<file path="config.mk">
export PLATFORM = sky130hd
export DESIGN_NAME = memoria_instrucoes_param_flat
export DESIGN_NICKNAME = d
export VERILOG_FILES = /design/src/rtl/memoria_instrucoes_param_if.sv /design/src/rtl/memoria_instrucoes_param.sv /design/src/flat_wrapper.sv
export SDC_FILE = /design/constraint.sdc
export NUM_CORES = 1
export LEC_CHECK = 0
export BUFFER_PORTS_ARGS = -buffer_cell sky130_fd_sc_hd__buf_2
export CORE_MARGIN = 4
export CORE_UTILIZATION = 60
export CTS_CLUSTER_DIAMETER = 80
export DETAILED_ROUTE_END_ITERATION = 6
export HOLD_SLACK_MARGIN = 0.1
export PLACE_DENSITY = 0.78
export SLEW_MARGIN = 10
export SYNTH_ARGS = -nofsm -noshare
export SYNTH_HDL_FRONTEND = slang
export SYNTH_SLANG_ARGS = --single-unit
</file>
<file path="constraint.sdc">
create_clock -name Clock -period 6.1 [get_ports Clock]
set_input_delay 0.305 -clock Clock [delete_from_list [all_inputs] [get_ports Clock]]
set_output_delay 0.305 -clock Clock [all_outputs]
set_load 0.1 [all_outputs]
</file>
<file path="src/rtl/memoria_instrucoes_param_if.sv">
// Fetch/loader bus of the instruction memory.
// The master side is the fetch stage or program loader; the slave side is the memory.
interface memoria_instrucoes_param_if #(
    parameter int DATA_W = 16,
    parameter int ADDR_W = 4
);
    logic              Req;
    logic              Wren;
    logic [ADDR_W-1:0] Address;
    logic [DATA_W-1:0] Din;
    logic              Ready;
    logic              Busy;
    logic [DATA_W-1:0] Q;
    logic              Q_valid;

    modport master (
        output Req, Wren, Address, Din,
        input  Ready, Busy, Q, Q_valid
    );

    modport slave (
        input  Req, Wren, Address, Din,
        output Ready, Busy, Q, Q_valid
    );
endinterface

</file>
<file path="src/rtl/memoria_instrucoes_param.sv">
// Parametrised instruction memory: one synchronous read/write port and a
// request/valid handshake. The array itself has no reset, so after every reset
// an INIT sweep rewrites each word (boot program or zeros) before accesses open.
module memoria_instrucoes_param #(
    parameter int DATA_W     = 16,
    parameter int ADDR_W     = 4,
    parameter bit PRELOAD_EN = 1'b1
) (
    input logic                       Clock,
    input logic                       Reset,
    memoria_instrucoes_param_if.slave bus
);
    localparam int DEPTH = 2 ** ADDR_W;
    localparam logic [ADDR_W-1:0] LAST_ADDR = ADDR_W'(DEPTH - 1);
    // Boot program: ADD R1 R2 R3 ; SUB R1 R2 R3, zero-extended to the word width
    localparam logic [DATA_W-1:0] BOOT0 = DATA_W'(16'h0298);
    localparam logic [DATA_W-1:0] BOOT1 = DATA_W'(16'h1298);

    typedef enum logic {INIT, IDLE} state_t;

    state_t            state, state_next;
    logic [ADDR_W-1:0] init_ptr;
    logic [DATA_W-1:0] mem [DEPTH];
    logic [DATA_W-1:0] init_word;
    logic              acc;
    logic              mem_we;
    logic [ADDR_W-1:0] mem_waddr;
    logic [DATA_W-1:0] mem_wdata;

    // State register; the sweep pointer advances only during INIT and wraps to 0 on exit
    always_ff @(posedge Clock or posedge Reset) begin
        if (Reset) begin
            state    <= INIT;
            init_ptr <= '0;
        end else begin
            state <= state_next;
            if (state == INIT)
                init_ptr <= init_ptr + 1'b1;
        end
    end

    // Next state: leave INIT on the edge that writes the last word
    always_comb begin
        state_next = state;
        if (state == INIT && init_ptr == LAST_ADDR)
            state_next = IDLE;
    end

    // Value the sweep writes at the current pointer
    always_comb begin
        init_word = '0;
        if (PRELOAD_EN) begin
            if (init_ptr == ADDR_W'(0))
                init_word = BOOT0;
            else if (init_ptr == ADDR_W'(1))
                init_word = BOOT1;
        end
    end

    // Outputs and write-port steering: the sweep owns the port in INIT, the bus in IDLE
    always_comb begin
        bus.Ready = (state == IDLE);
        bus.Busy  = (state != IDLE);
        acc       = (state == IDLE) && bus.Req;
        mem_we    = 1'b0;
        mem_waddr = init_ptr;
        mem_wdata = init_word;
        if (state == INIT) begin
            mem_we = 1'b1;
        end else if (acc && bus.Wren) begin
            mem_we    = 1'b1;
            mem_waddr = bus.Address;
            mem_wdata = bus.Din;
        end
    end

    // Memory array: no reset, contents established by the sweep
    always_ff @(posedge Clock) begin
        if (mem_we)
            mem[mem_waddr] <= mem_wdata;
    end

    // Read/write-through data register; Q holds between accesses, Q_valid pulses per access
    always_ff @(posedge Clock or posedge Reset) begin
        if (Reset) begin
            bus.Q       <= '0;
            bus.Q_valid <= 1'b0;
        end else begin
            bus.Q_valid <= acc;
            if (acc)
                bus.Q <= bus.Wren ? bus.Din : mem[bus.Address];
        end
    end
endmodule

</file>
<file path="src/flat_wrapper.sv">
// flat-port wrapper written by rule: the top's interface ports become plain ports
module memoria_instrucoes_param_flat 
#(
    parameter int DATA_W     = 16,
    parameter int ADDR_W     = 4,
    parameter bit PRELOAD_EN = 1'b1
)
  (Clock, Reset, bus_Req, bus_Wren, bus_Address, bus_Din, bus_Ready, bus_Busy, bus_Q, bus_Q_valid);
  memoria_instrucoes_param_if #(.DATA_W(DATA_W), .ADDR_W(ADDR_W)) bus_i ();
  input logic Clock;
  input logic Reset;
  input wire logic [$bits(bus_i.Req)-1:0] bus_Req;
  input wire logic [$bits(bus_i.Wren)-1:0] bus_Wren;
  input wire logic [$bits(bus_i.Address)-1:0] bus_Address;
  input wire logic [$bits(bus_i.Din)-1:0] bus_Din;
  output wire logic [$bits(bus_i.Ready)-1:0] bus_Ready;
  output wire logic [$bits(bus_i.Busy)-1:0] bus_Busy;
  output wire logic [$bits(bus_i.Q)-1:0] bus_Q;
  output wire logic [$bits(bus_i.Q_valid)-1:0] bus_Q_valid;
  assign bus_i.Req = bus_Req;
  assign bus_i.Wren = bus_Wren;
  assign bus_i.Address = bus_Address;
  assign bus_i.Din = bus_Din;
  assign bus_Ready = bus_i.Ready;
  assign bus_Busy = bus_i.Busy;
  assign bus_Q = bus_i.Q;
  assign bus_Q_valid = bus_i.Q_valid;
  memoria_instrucoes_param #(.DATA_W(DATA_W), .ADDR_W(ADDR_W), .PRELOAD_EN(PRELOAD_EN)) u_core (.Clock(Clock), .Reset(Reset), .bus(bus_i));
endmodule
</file>
==> results.toml <==
[clock_tree]
clkSlewWorstSetupHoldPaths_ns = 0.06
cts.path.max_buffers = 3
tritoncts_clock_tree = "yes"
clock-root-buffer = "sky130_fd_sc_hd__clkbuf_16"
h-tree-depth = 1
ctsResizeCount = 0
insertion_delay_ns = 0.52
num_clock_sinks = 278
cts_inserted_buffers = 27

[synthesis]
synth.lib_cells_used.distinct = 35
syn_area_per_cell_um2 = 20.1
postSynth.asyncResetShare_pct = 7.91
dominantRegCellSynth = "sky130_fd_sc_hd__edfxtp_1"
syn-cell-area_um2 = 10900
synth-edff-count = 256
netlist_instances = 543
synth_nets = 570
yosysSeqAreaShare_pct = 75.5
synth.yosys.warnings = 0
synth.ff_latch_count = 278

[detailed_routing]
drcViolationCount = 0
drt_pre_antenna_iters = 5
drt_wl_cell_um = 28.0
detail_route.wirelength_um = 24200
dr_total_vias = 5626
detail_route.vias_per_cell = 6.52
postRouteAntennaNets = 0
drtIter0Drc = 788

[sta]
final_min_period_over_clock_period_pct = 51.3
pins_over_slew_limit = 0
final.setup.tns_ns = 0
worst_margin_pin_slew_ns = 1.06
worst_clock_skew_ns = 0.0180
final-setup-viol-count = 0
fin_hold_viols = 0
final_critical_path_setup_slack_ns = 2.97
slew-limit-headroom_pct = 29.0
period_needed_ns = 3.13
rsz0062_at_grt = "no"
fmaxAchievable_mhz = 319

[setup_path]
worst_r2r_end = "u_core.mem[13][9]$_DFFE_PP_"
cp.required_ns = 6.31
largest_fanout_of_any_net_on_the_critical_path = 22
reg_to_reg_start = "u_core.bus.Ready$_DFFE_PP0P_"
critPathKind = "flop to flop"
arrival_ns = 3.34
critPathLaunchType = "flop"
worst_setup_path_end_kind = "flop"
reg2reg_depth = 4
rrSetupSlack_ns = 2.97

[floorplanning]
core.rowCount = 49
floorplan.die.width_um = 143
floorplan.initialDensity_pct = 60.9
die-area_um2 = 20400
fp.coreArea_um2 = 17900
floorplan.io_pins = 43
dieHeight_um = 143

[power]
power_mw = 4.07
power.leakage_nw = 4.47
power-per-cell-area_nw_per_um2 = 329
vdd.ir_drop.worst_mv = 0.268

[placed_design]
numPortBuffers = 42
gp_congestion = 0.810
dp_worst_setup_slack_ns = 3.07
detailedPlacementHpwl_um = 14500

[cells_and_area]
layout_cell_share_with_drive_strength_beyond_1_pct = 28.7
layout.cells.most_common_list = "sky130_fd_sc_hd__edfxtp_1 (256), sky130_fd_sc_hd__mux4_2 (53), sky130_fd_sc_hd__buf_2 (41), sky130_fd_sc_hd__mux2i_1 (29)"
commonest_non_fill_non_tap_cell_in_the_layout = "sky130_fd_sc_hd__edfxtp_1"
syn2layout_area_growth_pct = 13.5
finish.net_count = 641
count_of_inserted_antenna_diode_cells = 0

[hold_path]
min_delay_worst_endpoint = "u_core.bus.Q[6]$_DFFE_PP0N_"
worst_hold_path.num_cells = 3
hp-start = "bus_Address[1]"
hold_path_class = "input pin to flop"

[grt]
grt_first_pass_wirelength_um = 37000
first_global_vias = 5730
remaining_global_route_overflow = 0
antenna_found_initial = 0
grt_start_max_net_pins = 60
groute.usage.overall_pct = 24.7

[status]
run_status = "complete, no violations"

[run]
cap_viol_max_count = 0
## critical path: stages (launching register included)
cell	delay (ns)
sky130_fd_sc_hd__dfrtp_1	0.57
sky130_fd_sc_hd__and3_1	0.75
sky130_fd_sc_hd__a32oi_1	0.32
sky130_fd_sc_hd__nor2_1	0.81
sky130_fd_sc_hd__buf_4	0.35
## cells by family (layout without fill, tap and decap cells)
kind of cell	count (synthesis)	after routing	synth area share [%]
and+or+nand+nor	80	80	3.59
xor gates and xnor gates	3	3	0.241
adders and majority gates	3	3	0.344
buffers and inverters	34	125	1.62
muxes	98	98	15.3
AOI/OAI and AO/OA	47	47	3.42
DFF	278	278	75.5
## how the worst max path moves through the flow
stage | start | endpoint | slack, ns | cells after the start
after floorplan | u_core.bus.Ready$_DFFE_PP0P_ | u_core.mem[9][0]$_DFFE_PP_ | 3.01 | 6
after global placement | bus_Address[0] | u_core.mem[13][14]$_DFFE_PP_ | 3.14 | 5
after detailed placement | u_core.bus.Ready$_DFFE_PP0P_ | u_core.mem[13][13]$_DFFE_PP_ | 3.07 | 4
after CTS | u_core.bus.Ready$_DFFE_PP0P_ | u_core.mem[13][11]$_DFFE_PP_ | 3.04 | 4
after global routing | u_core.bus.Ready$_DFFE_PP0P_ | u_core.mem[13][11]$_DFFE_PP_ | 2.86 | 4
final | u_core.bus.Ready$_DFFE_PP0P_ | u_core.mem[13][9]$_DFFE_PP_ | 2.97 | 4
## routing by layer
metal	vias up	routed length, um	global-route usage [%]	part of all wire [%]
met3	35	2330	4.25	9.6
li1	2357	-	-	-
met5	-	0	0	0
met4	0	331	5.15	1.4
met1	2912	10000	39.0	42
met2	322	11500	37.3	47
## sequential cells by signal, summed over array words and instances (netlist names)
| name | count |
|---|---|
| u_core.init_ptr | 4 |
| u_core.bus.Q | 16 |
| u_core.mem | 256 |
| u_core.bus.Q_valid | 1 |
| u_core.bus.Ready | 1 |
## metrics by stage
| stage | utilization, % | hold slack [ns] | cells | cell area (um^2) |
|---|---|---|---|---|
| final | 69.2 | 0.359 | 863 | 12400 |
| after global placement | 63.8 | 0.488 | 808 | 11400 |
| after floorplan | - | 0.294 | 543 | 10900 |
| after global routing | 69.2 | 0.370 | 863 | 12400 |
| after detailed placement | 63.8 | 0.498 | 808 | 11400 |
| after CTS | 69.2 | 0.344 | 863 | 12400 |
## cell type report
cell class | count | area, um^2
Clock buffer | 35 | 736
Inverter | 7 | 26.3
Tap cell | 229 | 287
Sequential cell | 278 | 8240
Clock inverter | 14 | 171
Fill cell | 1092 | 5520
Multi-Input combinational cell | 231 | 2490
Timing Repair Buffer | 69 | 430
## power breakdown
part	switching, mW	internal (mW)
combinational	0.208	0.0718
clock	0.672	1.02
sequential	0.0115	2.09
## synthesized netlist by cell type (all sizes together), types with 2 or more instances
master  instances  area, um^2
mux2           16         180
and2           12        75.1
a221oi         21         221
nand2          28         108
a31oi           4        25.0
a22oi           2        15.0
mux2i          29         290
nand4b          2        17.5
ha              3        37.5
dfrtp          22         551
nand3           3        15.0
nor2b           3        18.8
o21ai          16        80.1
clkbuf         13        48.8
nor2           19        71.3
edfxtp        256        7690
mux4           53        1190
nor3            5        25.0
xnor2           3        26.3
nand4           5        31.3
buf            14         101
inv             7        26.3
## what timing repair did
item                                   in CTS  in global routing
endpoints found under the hold margin      27                  0
hold buffers                                6                  0
buffers inserted                            0                  0
setup endpoints to repair                   0                  0
Note: power is estimated with default switching activity, not from simulation.
